File: src/rtl/pipe_hazard_ctrl.sv
// Stage-register sequencer for a 5-stage pipeline: load-use interlock, branch squash, memory freeze, HALT drain/restart.
// Define PIPE_STALL_CNT_EN to build the saturating stall-cycle counter on stall_cnt.
module pipe_hazard_ctrl #(
   parameter int LOAD_LAT     = 1,
   parameter int DRAIN_CYCLES = 2,
   parameter int CNT_W        = 16
) (
   input  logic             clk,
   input  logic             reset,
   input  logic [2:0]       rs_id,
   input  logic [2:0]       rt_id,
   input  logic             use_rs_id,
   input  logic             use_rt_id,
   input  logic             from_main_mem_ex,
   input  logic             regwrite_ex,
   input  logic [2:0]       regwrite_adr_ex,
   input  logic             branch_taken_ex,
   input  logic             is_halt_ex,
   input  logic             mem_busy,
   input  logic             restart,
   output logic             pc_en,
   output logic             en_ifid,
   output logic             flush_ifid,
   output logic             en_idex,
   output logic             flush_idex,
   output logic             en_exmem,
   output logic             en_memwb,
   output logic             halted,
   output logic [CNT_W-1:0] stall_cnt
);

   typedef enum logic [1:0] {
      RUN      = 2'd0,
      LU_STALL = 2'd1,
      DRAIN    = 2'd2,
      HALTED   = 2'd3
   } state_t;

   // The lu_haz cycle itself is the first bubble, so LU_STALL covers the remaining LOAD_LAT-1.
   localparam logic [2:0] LU_CNT_INIT    = (LOAD_LAT > 1) ? 3'(LOAD_LAT - 2) : 3'd0;
   localparam logic [2:0] DRAIN_CNT_INIT = 3'(DRAIN_CYCLES - 1);

   state_t     state_r;
   state_t     state_nxt_s;
   logic [2:0] cnt_r;
   logic [2:0] cnt_nxt_s;
   logic       lu_haz_s;
   logic       freeze_s;

   function automatic logic src_match(input logic use_src, input logic [2:0] src,
                                      input logic [2:0] dst);
      return use_src && (src == dst);
   endfunction

   assign lu_haz_s = from_main_mem_ex && regwrite_ex &&
                     (src_match(use_rs_id, rs_id, regwrite_adr_ex) ||
                      src_match(use_rt_id, rt_id, regwrite_adr_ex));
   assign freeze_s = mem_busy && (state_r != HALTED);

   // State and bubble/drain counter registers.
   always_ff @(posedge clk or negedge reset) begin
      if (!reset) begin
         state_r <= RUN;
         cnt_r   <= 3'd0;
      end else begin
         state_r <= state_nxt_s;
         cnt_r   <= cnt_nxt_s;
      end
   end

   // Next-state and counter decode; a memory freeze holds everything.
   always_comb begin
      state_nxt_s = state_r;
      cnt_nxt_s   = cnt_r;
      if (freeze_s) begin
         state_nxt_s = state_r;
         cnt_nxt_s   = cnt_r;
      end else begin
         case (state_r)
            RUN: begin
               if (branch_taken_ex) begin
                  state_nxt_s = RUN;
               end else if (is_halt_ex) begin
                  state_nxt_s = DRAIN;
                  cnt_nxt_s   = DRAIN_CNT_INIT;
               end else if (lu_haz_s) begin
                  if (LOAD_LAT > 1) begin
                     state_nxt_s = LU_STALL;
                     cnt_nxt_s   = LU_CNT_INIT;
                  end else begin
                     state_nxt_s = RUN;
                  end
               end else begin
                  state_nxt_s = RUN;
               end
            end
            LU_STALL: begin
               if (cnt_r == 3'd0) begin
                  state_nxt_s = RUN;
               end else begin
                  cnt_nxt_s = cnt_r - 3'd1;
               end
            end
            DRAIN: begin
               if (cnt_r == 3'd0) begin
                  state_nxt_s = HALTED;
               end else begin
                  cnt_nxt_s = cnt_r - 3'd1;
               end
            end
            HALTED: begin
               if (restart) begin
                  state_nxt_s = RUN;
                  cnt_nxt_s   = 3'd0;
               end else begin
                  state_nxt_s = HALTED;
               end
            end
            default: begin
               state_nxt_s = RUN;
               cnt_nxt_s   = 3'd0;
            end
         endcase
      end
   end

   // Stage-register control decode from state and current inputs.
   always_comb begin
      pc_en      = 1'b1;
      en_ifid    = 1'b1;
      flush_ifid = 1'b0;
      en_idex    = 1'b1;
      flush_idex = 1'b0;
      en_exmem   = 1'b1;
      en_memwb   = 1'b1;
      halted     = 1'b0;
      if (freeze_s) begin
         pc_en    = 1'b0;
         en_ifid  = 1'b0;
         en_idex  = 1'b0;
         en_exmem = 1'b0;
         en_memwb = 1'b0;
      end else begin
         case (state_r)
            RUN: begin
               if (branch_taken_ex) begin
                  flush_ifid = 1'b1;
                  flush_idex = 1'b1;
               end else if (is_halt_ex || lu_haz_s) begin
                  pc_en      = 1'b0;
                  en_ifid    = 1'b0;
                  flush_idex = 1'b1;
               end else begin
                  pc_en = 1'b1;
               end
            end
            LU_STALL, DRAIN: begin
               pc_en      = 1'b0;
               en_ifid    = 1'b0;
               flush_idex = 1'b1;
            end
            HALTED: begin
               halted   = 1'b1;
               en_exmem = 1'b0;
               en_memwb = 1'b0;
               if (restart) begin
                  flush_ifid = 1'b1;
                  flush_idex = 1'b1;
               end else begin
                  pc_en   = 1'b0;
                  en_ifid = 1'b0;
                  en_idex = 1'b0;
               end
            end
            default: begin
               pc_en = 1'b1;
            end
         endcase
      end
   end

`ifdef PIPE_STALL_CNT_EN
   logic [CNT_W-1:0] stall_cnt_r;

   // Saturating count of non-HALTED cycles with the PC held.
   always_ff @(posedge clk or negedge reset) begin
      if (!reset) begin
         stall_cnt_r <= {CNT_W{1'b0}};
      end else if (!pc_en && (state_r != HALTED) && (stall_cnt_r != {CNT_W{1'b1}})) begin
         stall_cnt_r <= stall_cnt_r + {{(CNT_W-1){1'b0}}, 1'b1};
      end else begin
         stall_cnt_r <= stall_cnt_r;
      end
   end

   assign stall_cnt = stall_cnt_r;
`else
   assign stall_cnt = {CNT_W{1'b0}};
`endif

endmodule

File: config.mk
export PLATFORM = sky130hd
export DESIGN_NAME = pipe_hazard_ctrl
export DESIGN_NICKNAME = d
export VERILOG_FILES = /design/src/rtl/pipe_hazard_ctrl.sv
export SDC_FILE = /design/constraint.sdc
export NUM_CORES = 1
export LEC_CHECK = 0
export ABC_AREA = 1
export ABC_CLOCK_PERIOD_IN_PS = 2700
export CAP_MARGIN = 15
export CORE_MARGIN = 4
export CORE_UTILIZATION = 40
export CTS_CLUSTER_SIZE = 24
export DETAILED_ROUTE_END_ITERATION = 10
export HOLD_SLACK_MARGIN = 0.05
export PLACE_DENSITY = 0.95
export SYNTH_ARGS = -nofsm -noshare
export SYNTH_HDL_FRONTEND = slang
export SYNTH_SLANG_ARGS = --single-unit
File: constraint.sdc
create_clock -name clk -period 2.7 [get_ports clk]
set_clock_uncertainty 0.1 [all_clocks]
set_input_delay 0.54 -clock clk [delete_from_list [all_inputs] [get_ports clk]]
set_output_delay 0.54 -clock clk [all_outputs]
set_load 0.005 [all_outputs]
After elaboration in Yosys (flattened, before gate mapping) --
Index checks and enable logic that the tools add are counted.
Operators by class: shift operators 0, multipliers 0, bitwise operators 1, $add $sub $neg 1, reduce and logical (&&, ||, !) cells 12, muxes and demuxes 29, order comparisons 0, divide/modulo/power cells 0, eq/ne operators 12
Operator list (count):
- two-way mux 1 bit | 15
- inequality test 2 bit, second input constant | 7
- two-way mux 3 bit | 4
- two-way mux 2 bit | 5
- one-hot mux 3 bit (3 select lines) | 1
- one-hot mux 2 bit (4 select lines) | 1
- == test 3 bit | 2
- one-hot mux 1 bit (3 select lines) | 2
- logical AND 1 bit | 5
- AND reduction 5 bit | 1
- == test 2 bit, second input constant | 2
- zero test 3 bit | 1
- AND reduction 3 bit | 1
- subtractor 3 x 1 -> 3 bit, second input constant | 1
- == test 2 x 1 -> 1 bit, second input constant | 1
- zero test 2 bit | 1
- logical OR 1 bit | 2
- one-hot mux 1 bit (2 select lines) | 1
- OR reduction 2 bit | 1
- inverter 1 bit | 1
Word-level totals: logic and storage cells 57, output and inout port bits 24, bits in latches 0, memory bits (writable) 0, memories kept 0, register bits after elaboration 5, bits in read-only memories 0

Logic depth before layout (Yosys ltp) --
word-level depth 9, gate-level depth with buffers 10, gate-level depth less buffers 10

Least setup slack after synthesis --
No wires, ideal clock.
kind input-to-output, start input rs_id[2], end output pc_en, path slack 0.834 ns, buffers on the path 1, data required time 2.060 ns, arrival 1.226 ns, stages on the path 10, cell sequence inv_1 nand2_1 nand2_1 nor2_1 nand2_1 nand2_1 nand2_1 nand2_1 a21oi_1 buf_4
On the way: cells in the longest elaborated chain, start to end 9
RTL lines:
- start: declaration | line 10 | input logic [2:0] rs_id,
- == test 3 bit | line 52 | return use_src && (src == dst);
- logical AND 1 bit | line 52
- logical OR 1 bit | line 56 | (src_match(use_rs_id, rs_id, regwrite_adr_ex) ||
- logical AND 1 bit | line 55 | assign lu_haz_s = from_main_mem_ex && regwrite_ex &&
- logical OR 1 bit | line 149 | end else if (is_halt_ex || lu_haz_s) begin
- two-way mux 1 bit (2 in a row)
- one-hot mux 1 bit (3 select lines)
- two-way mux 1 bit
- end: declaration | line 21 | output logic pc_en,
No other way between the ends.

Worst setup path in the final report --
start input mem_busy, end output flush_ifid
On the way: cells in the longest elaborated chain, start to end 2
RTL lines:
- start: declaration | line 19 | input logic mem_busy,
- logical AND 1 bit | line 58 | assign freeze_s = mem_busy && (state_r != HALTED);
- two-way mux 1 bit | line 137 | if (freeze_s) begin
- end: declaration | line 23 | output logic flush_ifid,
No other way between the ends.

==> summary.md <==
| Metric | Value |
|---|---|
| I/O Buffers | 26 |
| Core Area | 1710 um^2 |
| Insertion delay to the later sink of the worst-skew pair | 0.24 ns |
| Largest fanout on the critical path | 4 |
| Worst Setup Path Type | input pin to output pin |
| Clock Tree Buf Depth | 2 |
| GRT Residual Overflow | 0 |
| Critical path arrival | 1.85 ns |
| WL per Instance | 9.33 um |
| Initial Util | 0.418 |
| Cell family with most CP delay | buffers and inverters |
| Synth area leaders | buf_4, dfrtp_1, nand2_1, ha_1, inv_1 |
| Worst path most repeated cell | clkdlybuf4s50_1 |
| CTS Buf Count | 3 |
| Final WL | 1550 um |
| Crit path buf inv count | 2 |
| CP Capture Type | output pin |
| FF/Latch Area | 125 um^2 |
| CTS tree | built |
| Clock Sinks | 5 |
| Final nets | 168 |
| # Max-Cap Violations | 0 |
| Via count | 700 |
| Setup crit start kind | input pin |
| Vias per Instance | 4.22 |
| Initial antenna violation count | 0 |
| Cell Area, Synth | 714 um^2 |
| PwrDens | 641 nW/um^2 |
| Layout cells sized above 1 | 0.0426 |
| Worst hold path type | register to register |
| Residual DRC count | 0 |
| Area leader, netlist | buf_4 |
| Synth-to-layout area growth | 32.4% |
| Pre-antenna DRT Iters | 4 |
| Cells after Synth | 114 |
| Final worst-path setup slack | 0.209 ns |
| Die Ht | 50.3 um |
| Die area | 2530 um^2 |
| Clock transition at path regs | 0.04 ns |
| Number of distinct library cells after synthesis | 16 |
| Synth warnings | 0 |
| Fillers | 182 |
| Period utilisation layout | 0.922 |
| # IOs | 43 |
| Vias in the first global route | 654 |
| WP data required | 2.06 ns |
| Largest net degree at the start of global routing | 7 |
| Tot GR Track Use | 0.124 |
| Final core occ | 0.554 |
| Root Driver | clkbuf_4 |
| Cts hold-fix bufs | 0 |
| Synth Area per Inst | 6.27 um^2 |
| Multi-input gate area | 432 um^2 |
| Leak | 0.529 nW |
| Initial DRC Count | 7 |
| Most common cell after layout, fill and taps aside | nand2_1 |
| Most frequent cells in the layout | nand2_1, inv_1, clkdlybuf4s50_1 |
| Fin Setup TNS | 0 ns |
| Outcome | completed |
| Sequential share of the synthesized area | 0.175 |
| RSZ-0062 raised after global routing | no |
| Post-DRT Antenna Nets | 0 |
| Place WS | -0.114 ns |
| VDD IR max | 0.000326 V |
| FMAX | 402 MHz |
| Slowest cell on crit path | clkdlybuf4s50_1 |
| Highest cell delay on the worst timing path | 0.52 ns |
| Die width | 50.3 um |
| Endpoints failing hold | 0 |
| Critical-path cell list | clkdlybuf4s50_1, nand2_1, nand3_1, a21oi_1, clkdlybuf4s50_1 |
| RD Place Congestion | 0.799 |
| N_diodes | 0 |
| Min Tclk post-route | 2.49 ns |
| Top-area cell type share of the netlist area | 0.189 |
| Final HPWL DP | 1400 um |
| Setup Viol. Count Final | 0 |
| Slew Viols, Final | 0 |
| Global-route wire length before repair | 2500 um |
| CTS HTree Levels | 1 |
| Yosys reg bits | 5 |
| FP Rows | 15 |
[worst min-delay path: cells and delay by family (launching register included)]
kind            cells  cell delay (ns)
compound gates      1             0.06
flops               1             0.34
simple gates        1             0.06
[worst paths after layout]
| path | startpoint | to | slack (ns) | cells after the start |
|---|---|---|---|---|
| worst max register to register | state_r[0] | cnt_r[2] | 1.09 | 5 |
| worst min-delay path | cnt_r[1] | cnt_r[1] | 0.40 | 2 |
| min in group asynchronous | reset | cnt_r[1] | 0.42 | 1 |
| worst min register to register | cnt_r[1] | cnt_r[1] | 0.40 | 2 |
| max in group asynchronous | reset | cnt_r[2] | 1.89 | 1 |
| worst max-delay path | mem_busy | flush_ifid | 0.21 | 5 |
[timing repair]
action / CTS / global route
resized for setup: 6 / 0
endpoints found under the setup margin: 3 / 0
buffers inserted: 0 / 0
[final cells by class]
| type | count | area share |
|---|---|---|
| tap | 25 | 0.0331 |
| clock buffer | 4 | 0.0278 |
| sequential | 5 | 0.132 |
| multi-input combinational | 85 | 0.456 |
| timing repair buffer | 26 | 0.267 |
| inverter | 21 | 0.0833 |
[flip-flops by register name, summed over array words and instances, names as in the netlist]
register	flops
state_r	2
cnt_r	3
[synthesized netlist by cell type]
master and count:
nand2_1 33, inv_1 21, buf_4 18, nor2_1 11, ha_1 7, dfrtp_1 5, o21ai_0 5, a21oi_1 3
nand3_1 3, o31ai_1 2, conb_1 1, nand2_2 1, nand4_4 1, nor3_1 1, o211ai_1 1, o21ai_2 1
[report_power, final]
| part | total [mW] | internal (mW) | switching, mW |
|---|---|---|---|
| sequential | 0.131 | 0.110 | 0.0208 |
| combinational | 0.391 | 0.173 | 0.218 |
| clock | 0.0837 | 0.0557 | 0.0280 |
| total | 0.606 | 0.339 | 0.267 |
[logic make-up after synthesis]
| logic type | after synthesis | synth area share |
|---|---|---|
| AOI/OAI and AO/OA | 12 | 0.0998 |
| adders and majority gates | 7 | 0.123 |
| buffers and inverters | 39 | 0.299 |
| DFF | 5 | 0.175 |
| other | 1 | 0.00525 |
| and+or+nand+nor | 50 | 0.298 |
[stage by stage]
| step | hold WS (ns) | power [mW] | cell area (um^2) | std cells |
|---|---|---|---|---|
| finish | 0.403 | 0.606 | 946 | 166 |
| global route | 0.412 | 0.677 | 946 | 166 |
| CTS | 0.402 | 0.614 | 946 | 166 |
| detailed placement | 0.394 | 0.539 | 927 | 162 |
| global placement | 0.371 | 0.515 | 927 | 162 |
| floorplan | 0.144 | 0.408 | 771 | 129 |
[per-layer routing]
layer,GRT usage,vias up,share of wire
li1,-,366,-
met1,0.123,309,0.39
met2,0.235,23,0.53
met3,0.0267,2,0.065
met4,0.0691,0,0.014
met5,0,-,0
Note: power is estimated with default switching activity, not from simulation.
